## src/rtl/edge_line_scheduler.sv

```systemverilog
// Shares one edge unit across a table of wireframe lines: each accepted pixel is tested
// against every entry on consecutive cycles and the per-line flags are OR-reduced.
module edge_line_scheduler #(
    parameter int unsigned NUM_LINES   = 12,
    parameter int unsigned LINE_BITS   = 10,
    parameter int unsigned THRESH_BITS = 8,
    parameter int unsigned EDGE_LAT    = 2
) (
    input  logic                         clk_i,
    input  logic                         rst_i,
    input  logic                         cfg_we_i,
    input  logic [$clog2(NUM_LINES)-1:0] cfg_idx_i,
    input  logic [4*LINE_BITS-1:0]       cfg_line_i,
    input  logic                         cfg_en_i,
    input  logic                         cfg_thresh_we_i,
    input  logic [THRESH_BITS-1:0]       cfg_thresh_i,
    output logic                         cfg_ready_o,
    input  logic                         in_valid_i,
    output logic                         in_ready_o,
    input  logic [LINE_BITS-1:0]         in_x_i,
    input  logic [LINE_BITS-1:0]         in_y_i,
    output logic [4*LINE_BITS-1:0]       edge_line_o,
    output logic [THRESH_BITS-1:0]       edge_thresh_o,
    output logic [LINE_BITS-1:0]         edge_x_o,
    output logic [LINE_BITS-1:0]         edge_y_o,
    input  logic                         edge_set_i,
    input  logic                         edge_set2_i,
    output logic                         out_valid_o,
    input  logic                         out_ready_i,
    output logic                         out_set_o,
    output logic                         out_set2_o
);
    localparam int unsigned         IDX_BITS = $clog2(NUM_LINES);
    localparam int unsigned         LINE_W   = 4 * LINE_BITS;
    localparam logic [IDX_BITS-1:0] LAST_IDX = IDX_BITS'(NUM_LINES - 1);

    typedef enum logic [1:0] {IDLE, ISSUE, DRAIN, DONE} state_t;

    state_t                  state_q, state_d;
    logic [IDX_BITS-1:0]     idx_q;
    logic [LINE_W-1:0]       line_tbl [NUM_LINES];
    logic [NUM_LINES-1:0]    en_tbl;
    logic [THRESH_BITS-1:0]  thresh_q;
    logic [LINE_BITS-1:0]    x_q, y_q;
    logic [EDGE_LAT-1:0]     pipe_iss_q, pipe_en_q;
    logic                    acc_set_q, acc_set2_q, out_valid_q;
    logic                    in_hs, out_hs, issue_c, cfg_wr_ok, capture;

    assign in_ready_o    = (state_q == IDLE) || ((state_q == DONE) && out_ready_i);
    assign cfg_ready_o   = (state_q == IDLE);
    assign in_hs         = in_valid_i && in_ready_o;
    assign out_hs        = out_valid_o && out_ready_i;
    assign cfg_wr_ok     = cfg_we_i && cfg_ready_o && (32'(cfg_idx_i) < NUM_LINES);
    assign capture       = pipe_iss_q[EDGE_LAT-1] && pipe_en_q[EDGE_LAT-1];

    assign edge_line_o   = line_tbl[idx_q];
    assign edge_thresh_o = thresh_q;
    assign edge_x_o      = x_q;
    assign edge_y_o      = y_q;
    assign out_valid_o   = out_valid_q;
    assign out_set_o     = acc_set_q;
    assign out_set2_o    = acc_set2_q;

    // Next-state; DRAIN ends once the shift about to happen leaves the issue pipe empty
    always_comb begin
        state_d = state_q;
        issue_c = 1'b0;
        unique case (state_q)
            IDLE:  if (in_hs) state_d = ISSUE;
            ISSUE: begin
                issue_c = 1'b1;
                if (idx_q == LAST_IDX) state_d = DRAIN;
            end
            DRAIN: if (EDGE_LAT'(pipe_iss_q << 1) == '0) state_d = DONE;
            DONE: begin
                if (in_hs)       state_d = ISSUE;
                else if (out_hs) state_d = IDLE;
            end
            default: state_d = IDLE;
        endcase
    end

    always_ff @(posedge clk_i) begin
        if (rst_i) begin
            state_q     <= IDLE;
            idx_q       <= '0;
            pipe_iss_q  <= '0;
            pipe_en_q   <= '0;
            out_valid_q <= 1'b0;
        end else begin
            state_q     <= state_d;
            out_valid_q <= (state_d == DONE);
            pipe_iss_q  <= EDGE_LAT'({pipe_iss_q, issue_c});
            pipe_en_q   <= EDGE_LAT'({pipe_en_q, issue_c && en_tbl[idx_q]});
            if (issue_c) idx_q <= (idx_q == LAST_IDX) ? '0 : idx_q + 1'b1;
        end
    end

    // Line table and threshold, writable only while idle
    always_ff @(posedge clk_i) begin
        if (rst_i) begin
            for (int unsigned i = 0; i < NUM_LINES; i++) line_tbl[i] <= '0;
            en_tbl   <= '0;
            thresh_q <= '0;
        end else begin
            if (cfg_wr_ok) begin
                line_tbl[cfg_idx_i] <= cfg_line_i;
                en_tbl[cfg_idx_i]   <= cfg_en_i;
            end
            if (cfg_thresh_we_i && cfg_ready_o) thresh_q <= cfg_thresh_i;
        end
    end

    // Pixel latch and flag accumulators; cleared on every accepted pixel
    always_ff @(posedge clk_i) begin
        if (rst_i) begin
            x_q        <= '0;
            y_q        <= '0;
            acc_set_q  <= 1'b0;
            acc_set2_q <= 1'b0;
        end else if (in_hs) begin
            x_q        <= in_x_i;
            y_q        <= in_y_i;
            acc_set_q  <= 1'b0;
            acc_set2_q <= 1'b0;
        end else if (capture) begin
            acc_set_q  <= acc_set_q | edge_set_i;
            acc_set2_q <= acc_set2_q | edge_set2_i;
        end
    end

endmodule
```

## config.mk

```make
export PLATFORM = sky130hd
export DESIGN_NAME = edge_line_scheduler
export DESIGN_NICKNAME = d
export VERILOG_FILES = /design/src/rtl/edge_line_scheduler.sv
export SDC_FILE = /design/constraint.sdc
export NUM_CORES = 1
export LEC_CHECK = 0
export BUFFER_PORTS_ARGS = -buffer_cell sky130_fd_sc_hd__buf_2
export CORE_AREA = 2 2 247 249
export CTS_CLUSTER_DIAMETER = 30
export DETAILED_ROUTE_END_ITERATION = 12
export DIE_AREA = 0 0 249 251
export PLACE_DENSITY = 0.67
export SYNTH_ARGS = -nofsm -noshare
export SYNTH_HDL_FRONTEND = slang
export SYNTH_SLANG_ARGS = --single-unit
```

## constraint.sdc

```tcl
create_clock -name clk_i -period 5.99 [get_ports clk_i]
set_input_delay 1.198 -clock clk_i [delete_from_list [all_inputs] [get_ports clk_i]]
set_output_delay 1.198 -clock clk_i [all_outputs]
set_load 0.05 [all_outputs]
```

==> out/results.tsv, run 1 <==
metric	value	unit
cts-resized-gates	0	
synth_top_cell_by_area	edfxtp_1	
synthAdderAreaFrac	0.0423	%
max_slew_margin	10.2	%
yosysMostFrequentCell	edfxtp_1	
cts_setup_buffers	0	
synth.yosys.seq_area_share	68.8	%
met3_usage	6.39	%
required	4.79	ns
final_area	36200	µm²
diodes	0	
route.detailed.drc	0	
grt_start_max_net_pins	60	
power.internal	0.0109	W
seqCellArea	20400	µm²
synth_cells	1823	
hpwl	38.2	mm
overflow	0	
period_share	75.6	%
cp-start-kind	flip-flop	
worstMarginPinSlew	1.34	ns
die_x	249	µm
ys_ff_latch	697	
use_met2	36.5	%
grt_pass1_vias	17900	
synth_enable_flop_cells	640	
track_usage	22.9	%
cts_tree	yes	
post_dp_cell_area	31700	µm²
whs_path_depth	1	
total_power	0.0139	W
ys_top_cells_by_area	edfxtp_1, mux4_2, and2_1	
met1_usage	30.0	%
critPathSlowestCell	dfxtp_4	
post-route-util	60.5	%
io-pin-count	154	
core_area	59800	µm²
synthMuxAreaShare	12.5	%
run_status	finished, final reports clean	
finalCriticalPeriod	4.53	ns
io_buffers	153	
busiest_layer	met2	
ctsHoldBuffers	0	
clkTransAtPathRegs	0.05	ns
p_leak	13.6	nW
cts_buffer_depth	3	
cts_made_buffers	134	
rsz0062_at_grt	no	
vias	16800	
max-cap-violations	0	
antenna_left	0	
pwr-share-clk	53.1	%
cts-root-buf	clkbuf_16	
hold_violations	0	
powerDensity	384	nW/µm²
antenna_found_initial	6	
gp_congestion	0.791	
finalSetupViolCount	0	
cts.sinks	697	
synth_top_family_by_area	simple AND/OR/NAND/NOR gates	
p_comb_share	6.0	%
die_area	62500	µm²
grt_pass1_wl	106	mm
synth_compound_area_share	3.34	%
cts_max_level	4	
r2r_cells	5	
slowest_delay	0.83	ns
crit_type	flip-flop to output port	
p_sw_share	21.9	%
fin_tns_setup	0	ns
fill_cells	4436	
clock_latency	0.70	ns
yosys.area_share.simple	12.9	%
nets	2228	
hold_class	flip-flop to flip-flop	
clock_skew	0.0244	ns
drt_pass1_iterations	5	
die_h	251	µm
wl_per_cell	22.8	µm
ir_worst_vdd	0.294	mV
synth_area_per_cell	16.2	µm²
p_seq_share	40.8	%
area_growth	22.3	%
p_switching	0.00304	W
synth_xor_area_share	0	%
layout-drive-gt1-share	26.0	%
ys.flop_type	edfxtp_1	
row_count	90	
crit_fanout	34	
syn_area	29600	µm²
slew_violations	0	
worstPathArrival	3.33	ns
synth_top_area_share	64.9	%
cp-end-kind	output port	
synth_common_cells	edfxtp_1, and2_1, mux4_2	
ys_warn_count	0	
initial_core_util	49.5	%
drt-total-wl	69.3	mm
synth_cell_types	44	
async_reset_ff_share	0	%
multi_input_area	9220	µm²
fmax	221	MHz
worstPathCellList	buf_4 -> mux4_2 -> a22oi_1 -> nand2_1 -> buf_2	
viasPerCell	5.52	
drt_iter0_markers	1519	
==> power groups by stage <==
stage	clock network, W	registers, W	logic (W)
4_1_cts	0.00748	0.00568	0.000843
2_1_floorplan	0	0.00575	0.000565
5_1_grt	0.00772	0.00569	0.000899
3_3_place_gp	0	0.00574	0.000832
3_5_place_dp	0	0.00576	0.000839
6_report	0.00738	0.00567	0.000838
==> per-layer routing <==
layer,up-vias,part of all wire (%)
met5,-,0.052
met4,6,3.0
met3,143,8.4
met2,675,48
met1,8538,40
li1,7393,-
==> area by class of cell <==
type | instances | share of cell area, %
timing repair buffer | 189 | 3.00
clock buffer | 165 | 9.94
multi-input combinational | 1114 | 25.5
tap | 782 | 2.70
clock inverter | 79 | 2.48
sequential | 697 | 56.3
inverter | 10 | 0.104
==> worst max-delay path: cells and delay by family (launching register included) <==
kind                   cells  cell delay (ns)
flip-flops                 1             0.83
multiplexers               1             0.57
AND/OR/NAND/NOR            1             0.12
buffers and inverters      2             0.84
AO/OA/AOI/OAI              1             0.27
==> state kept, by name (all words and copies together) (netlist names), named ones only <==
register       count
edge_x_o          10
out_valid_o        1
en_tbl            12
line_tbl         640
state_q            2
out_set2_o         1
pipe_iss_q         2
pipe_en_q          2
edge_y_o          10
edge_thresh_o      8
idx_q              4
out_set_o          1
==> cell usage in the layout (no fill, tap or decap), types with 8 or more instances in the layout <==
cell        synthesis  final
buf_4               0     32
edfxtp_1          640    640
dfxtp_1            57     55
a21oi_1            40     40
clkbuf_1          105     25
nor2_1             14     11
and2_1            483    482
a22oi_1            81     81
inv_2               0      8
clkinv_1            0     17
inv_6               0      8
conb_1              1    160
clkinv_2            0     19
buf_2              34    153
nand3_1            20     20
bufinv_16           0     17
mux4_2            162    162
nand2_1            81     81
a22o_1              8      8
clkinvlp_4          0     12
clkbuf_16           0    140
nor3_4              1      9
==> kinds of logic (layout without fill, tap and decap cells) <==
group / count (synthesis) / count (layout)
other: 1 / 160
buffers and inverters: 171 / 443
DFF: 697 / 697
muxes: 166 / 166
AOI/OAI and AO/OA: 144 / 144
and+or+nand+nor: 643 / 643
adders and majority gates: 1 / 1
==> path summary, 6_finish.rpt <==
kind | to | startpoint | slack [ns]
setup / recovery | edge_line_o[16] | flip-flop | 1.46
hold / removal | pipe_en_q[1] | pipe_en_q[0] | 0.45
setup reg to reg | line_tbl[2][35] | state_q[1] | 2.84
hold reg to reg | pipe_en_q[1] | pipe_en_q[0] | 0.45
==> through the flow <==
stage                     worst slack (ns)  hold slack [ns]  std cells
final                                 1.46            0.449       3036
after global routing                  1.19            0.461       3036
after CTS                             1.29            0.452       3036
after detailed placement              2.02            0.436       2792
after global placement                2.06            0.442       2792
after floorplan                       1.45            0.414       1982
No activity file was read; power rests on OpenSTA's default activity.
==> inputs of run 2 (changes only) <==
- clock period: 5.99 -> 4.2 ns (I/O delays scaled with it)
==> run 2 against run 1 <==
  * Final area rose by 0.83%
  * Combinational power up 46%
  * Total power is 43% higher
  * Non-clock buffer count is 16 higher
  * Largest cell class unchanged
  * Highest routed layer unchanged
==> out/results.tsv, run 2 (synthesis gave the netlist of run 1 again) <==
metric	value	unit	change
run_status	finished, final reports clean		
hold_violations	0		unchanged
grt_pass1_wl	107	mm	+0.61%
gp_congestion	0.767		-3.1%
clkTransAtPathRegs	0.05	ns	about the same
r2r_cells	5		unchanged
p_leak	13.7	nW	+1.1%
cts-resized-gates	0		unchanged
core_area	59800	µm²	unchanged
ir_worst_vdd	0.429	mV	+46%
cp-end-kind	output port		
min_to	edge_thresh_o[5]		
clock_skew	0.0160	ns	-0.00844 ns
total_power	0.0199	W	+43%
max_slew_margin	39.7	%	+29 points
regMostFlops	line_tbl		
nets	2246		+0.81%
place_inst	2808		+0.57%
ctsHoldBuffers	0		unchanged
worstPathArrival	3.01	ns	-0.32 ns
area_growth	23.3	%	
vias	16900		+1.2%
drt_iter0_markers	1636		+7.7%
r2r_setup_slack	1.39	ns	-1.45 ns
route.detailed.drc	0		unchanged
fmax	260	MHz	
stdcell_count	3056		+0.66%
period_share	91.6	%	
largest_registers	line_tbl: 640 flops, en_tbl: 12 flops		
viasPerCell	5.55		+0.50%
reg2reg_to	line_tbl[6][36]		
finalSetupViolCount	0		unchanged
cts_buffer_depth	3		unchanged
crit_fanout	34		unchanged
clock_latency	0.71	ns	about the same
slew_violations	0		unchanged
fill_cells	4358		-1.8%
hold_class	primary input to flip-flop		
overflow	0		unchanged
final_cell_mix	edfxtp_1, and2_1, mux4_2		
cts_tree	yes		
cp-start-kind	flip-flop		
initial_core_util	49.5	%	unchanged
antenna_left	0		unchanged
die_h	251	µm	unchanged
cts_made_buffers	136		+1.5%
rsz0062_at_grt	no		
cts_max_level	4		unchanged
cts_setup_buffers	0		unchanged
cts.sinks	697		unchanged
track_usage	23.0	%	+0.054 points
whs_path_depth	3		+2
grt_start_max_net_pins	43		-28%
drt_pass1_iterations	5		unchanged
worstMarginPinSlew	0.903	ns	-0.435 ns
wl_per_cell	22.7	µm	-0.34%
io-pin-count	154		unchanged
hold_start	cfg_thresh_i[5]		
reg2reg_from	state_q[1]		
die_x	249	µm	unchanged
cts-root-buf	clkbuf_16		
layout-drive-gt1-share	26.5	%	+0.52 points
mostFrequentLayoutCell	edfxtp_1		
antenna_found_initial	8		+2
grt_pass1_vias	17900		+0.48%
max-cap-violations	0		unchanged
largest_reg_flops	640		unchanged
die_area	62500	µm²	unchanged
finalCriticalPeriod	3.85	ns	
row_count	90		unchanged
required	3.36	ns	-1.43 ns
drt-total-wl	69.5	mm	+0.31%
powerDensity	545	nW/µm²	+42%
crit_type	flip-flop to output port		
fin_tns_setup	0	ns	unchanged
hpwl	38.4	mm	+0.60%
io_buffers	153		unchanged
diodes	0		unchanged
hold_ws	0.373	ns	-0.0761 ns
[run 2: changes by cell type in the layout (fill, tap and decap cells not counted), sizes merged]
cell,change
bufinv,-2
clkinv,+17
inv,-4
clkbuf,-2
buf,+16
clkinvlp,-5
[run 2: worst max-delay path by stage]
stage                         start              end  slack, ns  depth (start not counted)
after floorplan            cfg_we_i  line_tbl[11][0]       0.02                          5
after global placement     cfg_we_i  line_tbl[6][13]        1.0                          6
after detailed placement   cfg_we_i  line_tbl[6][36]       0.96                          6
after CTS                 flip-flop  edge_line_o[19]       0.31                          5
after global routing      flip-flop  edge_line_o[33]       0.20                          5
final                     flip-flop  edge_line_o[19]       0.35                          5
[run 2: layout make-up]
class	instances	area, µm²	share of cell area, %
Multi-Input combinational cell	1114	9230	25.3
Sequential cell	697	20400	55.8
Timing Repair Buffer	205	1330	3.65
Clock buffer	163	3600	9.86
Clock inverter	85	950	2.60
Inverter	10	37.5	0.103
Tap cell	782	978	2.68
[run 2: per-layer routing]
metal	vias to the layer above	track usage (%)	routed length (µm)
li1	7432	-	-
met1	8615	31.6	28700
met2	758	35.7	32700
met3	134	6.26	6480
met4	10	7.71	1480
met5	-	0.927	134
[run 2: power by group]
part | total (W) | switching [W] | internal [W]
registers | 0.00808 | 0.000119 | 0.00796
clock network | 0.0106 | 0.00354 | 0.00702
logic | 0.00122 | 0.000785 | 0.000439
[run 2: critical path: stages, from the launching register on]
cell and delay (ns):
dfxtp_4 0.69, buf_12 0.36, mux4_2 0.54, a22oi_1 0.38, nand2_1 0.09, buf_2 0.23
[run 2: metrics by stage]
step           cell area, µm²  utilization, %  worst slack [ns]
4_1_cts                 36500            61.0             0.311
5_1_grt                 36500            61.0             0.199
3_5_place_dp            31900            53.4             0.960
6_report                36500            61.0             0.352
2_1_floorplan           30200               -            0.0192
3_3_place_gp            31900            53.4             0.999
==> inputs of run 3 (changes only) <==
- CORE_AREA: 2 2 247 249 -> 2 2 187 327
- DIE_AREA: 0 0 249 251 -> 0 0 189 329
==> run 3 against run 2 <==
  * Via count shrank 1.3%
  * Flip-flop and latch count did not move
  * Non-clock buffer count is 4 higher
  * Clock-buffer cell count down 57
  * Wire length up 2.9%
  * Clock power down 16%
  * Final cell count down 1.5%
  * Final area fell by 2.2%
  * Combinational power about the same
  * Largest power group unchanged
==> out/results.tsv, run 3 (synthesis gave the netlist of run 1 again) <==
metric	value	unit	change
path_delay_family	multiplexers		
fill_cells	4461		+2.4%
clkTransAtPathRegs	0.06	ns	about the same
die_h	329	µm	+31%
cts_tree	yes		
gp_congestion	0.810		+5.7%
vias	16700		-1.3%
cp-start-kind	flip-flop		
drt_iter0_markers	1240		-24%
cts_setup_buffers	0		unchanged
viasPerCell	5.56		+0.23%
nets	2215		-1.4%
antenna_left	0		unchanged
row_count	119		+32%
mostFrequentLayoutCell	edfxtp_1		
required	3.36	ns	about the same
rsz0062_at_grt	no		
post-route-util	59.8	%	-1.2 points
met3_usage	3.87	%	-2.4 points
drt-total-wl	71.5	mm	+2.9%
period_share	89.4	%	-2.2 points
worstPathArrival	2.92	ns	-0.09 ns
clock_skew	0.0144	ns	-0.00153 ns
post_dp_cell_area	32000	µm²	+0.34%
wl_per_cell	23.8	µm	+4.5%
route.detailed.drc	0		unchanged
finalCriticalPeriod	3.76	ns	-0.0910 ns
final_cell_mix	edfxtp_1, and2_1, mux4_2		
clock_latency	0.68	ns	-0.03 ns
hold_violations	0		unchanged
track_usage	23.6	%	+0.56 points
antenna_found_initial	3		-5
hold_ws	0.415	ns	+0.0427 ns
max_slew_margin	41.5	%	+1.8 points
cts-resized-gates	0		unchanged
largest_registers	line_tbl: 640 flops, en_tbl: 12 flops		
cts_max_level	3		-1
powerDensity	510	nW/µm²	-6.3%
grt_pass1_wl	108	mm	+0.98%
worstPathCellList	buf_12 -> mux4_2 -> a22oi_1 -> nand2_1 -> buf_2		
area_growth	20.6	%	
worstMarginPinSlew	0.875	ns	-0.0275 ns
hpwl	43.2	mm	+13%
slew_violations	0		unchanged
cts_made_buffers	101		-26%
final_area	35700	µm²	-2.2%
io-pin-count	154		unchanged
cts-root-buf	clkbuf_16		
ir_worst_vdd	0.416	mV	-3.0%
grt_start_max_net_pins	52		+21%
ctsHoldBuffers	0		unchanged
crit_fanout	51		+50%
largest_reg_flops	640		unchanged
regMostFlops	line_tbl		
cts.sinks	697		unchanged
place_inst	2816		+0.28%
cts_buffer_depth	3		unchanged
io_buffers	153		unchanged
grt_pass1_vias	17900		-0.28%
hold_class	primary input to flip-flop		
busiest_layer	met2		
die_area	62200	µm²	-0.51%
fmax	266	MHz	+2.4%
overflow	0		unchanged
run_status	finished, final reports clean		
slowest_delay	0.62	ns	-0.07 ns
crit_type	flip-flop to output port		
p_leak	13.3	nW	-3.0%
critPathSlowestCell	mux4_2		
finalSetupViolCount	0		unchanged
initial_core_util	49.6	%	+0.074 points
drt_pass1_iterations	5		unchanged
fin_tns_setup	0	ns	unchanged
die_x	189	µm	-24%
met1_usage	26.7	%	-4.9 points
use_met2	43.7	%	+8.0 points
cp-end-kind	output port		
layout-drive-gt1-share	26.3	%	-0.18 points
max-cap-violations	0		unchanged
stdcell_count	3010		-1.5%
path_buf_inv	2		unchanged
core_area	59700	µm²	-0.15%
run 3: worst paths after layout:
path,start,to,slack (ns),depth (start not counted)
worst max-delay path,flip-flop,edge_line_o[11],0.44,5
worst min-delay path,cfg_thresh_i[2],edge_thresh_o[2],0.42,3
worst max register to register,state_q[1],line_tbl[6][28],1.44,5
worst min register to register,pipe_en_q[0],pipe_en_q[1],0.44,1
run 3: layout make-up:
type                       count  area [µm²]  share of cell area (%)
sequential                   697       20400                    57.0
multi-input combinational   1114        9230                    25.8
clock buffer                 106        2550                    7.13
timing repair buffer         209        1440                    4.02
clock inverter                85        1100                    3.07
tap                          786         983                    2.75
inverter                      10        37.5                   0.105
antenna                        3        7.51                  0.0210
run 3: layer usage:
metal / wire [µm] / share of wire (%)
met1: 25700 / 36
met2: 39500 / 55
met3: 3860 / 5.4
met4: 2420 / 3.4
met5: 27 / 0.038
run 3: tightest hold or removal path, delay by kind of cell:
family          cells  cell delay (ns)
buf+inv             1             0.10
compound gates      1             0.05
simple gates        1             0.04
run 3: through the flow:
stage                     setup WS (ns)  power [W]
after floorplan                  0.0192    0.00900
after global placement            0.924    0.00941
after detailed placement          0.891    0.00946
final                             0.443     0.0182
after global routing              0.286     0.0187
after CTS                         0.365     0.0183
run 3: power by group:
group / switching (W) / leakage [nW] / internal, W
clock: 0.00346 / 1.75 / 0.00544
combinational: 0.000806 / 4.64 / 0.000443
sequential: 0.000115 / 6.91 / 0.00794
total: 0.00438 / 13.3 / 0.0138
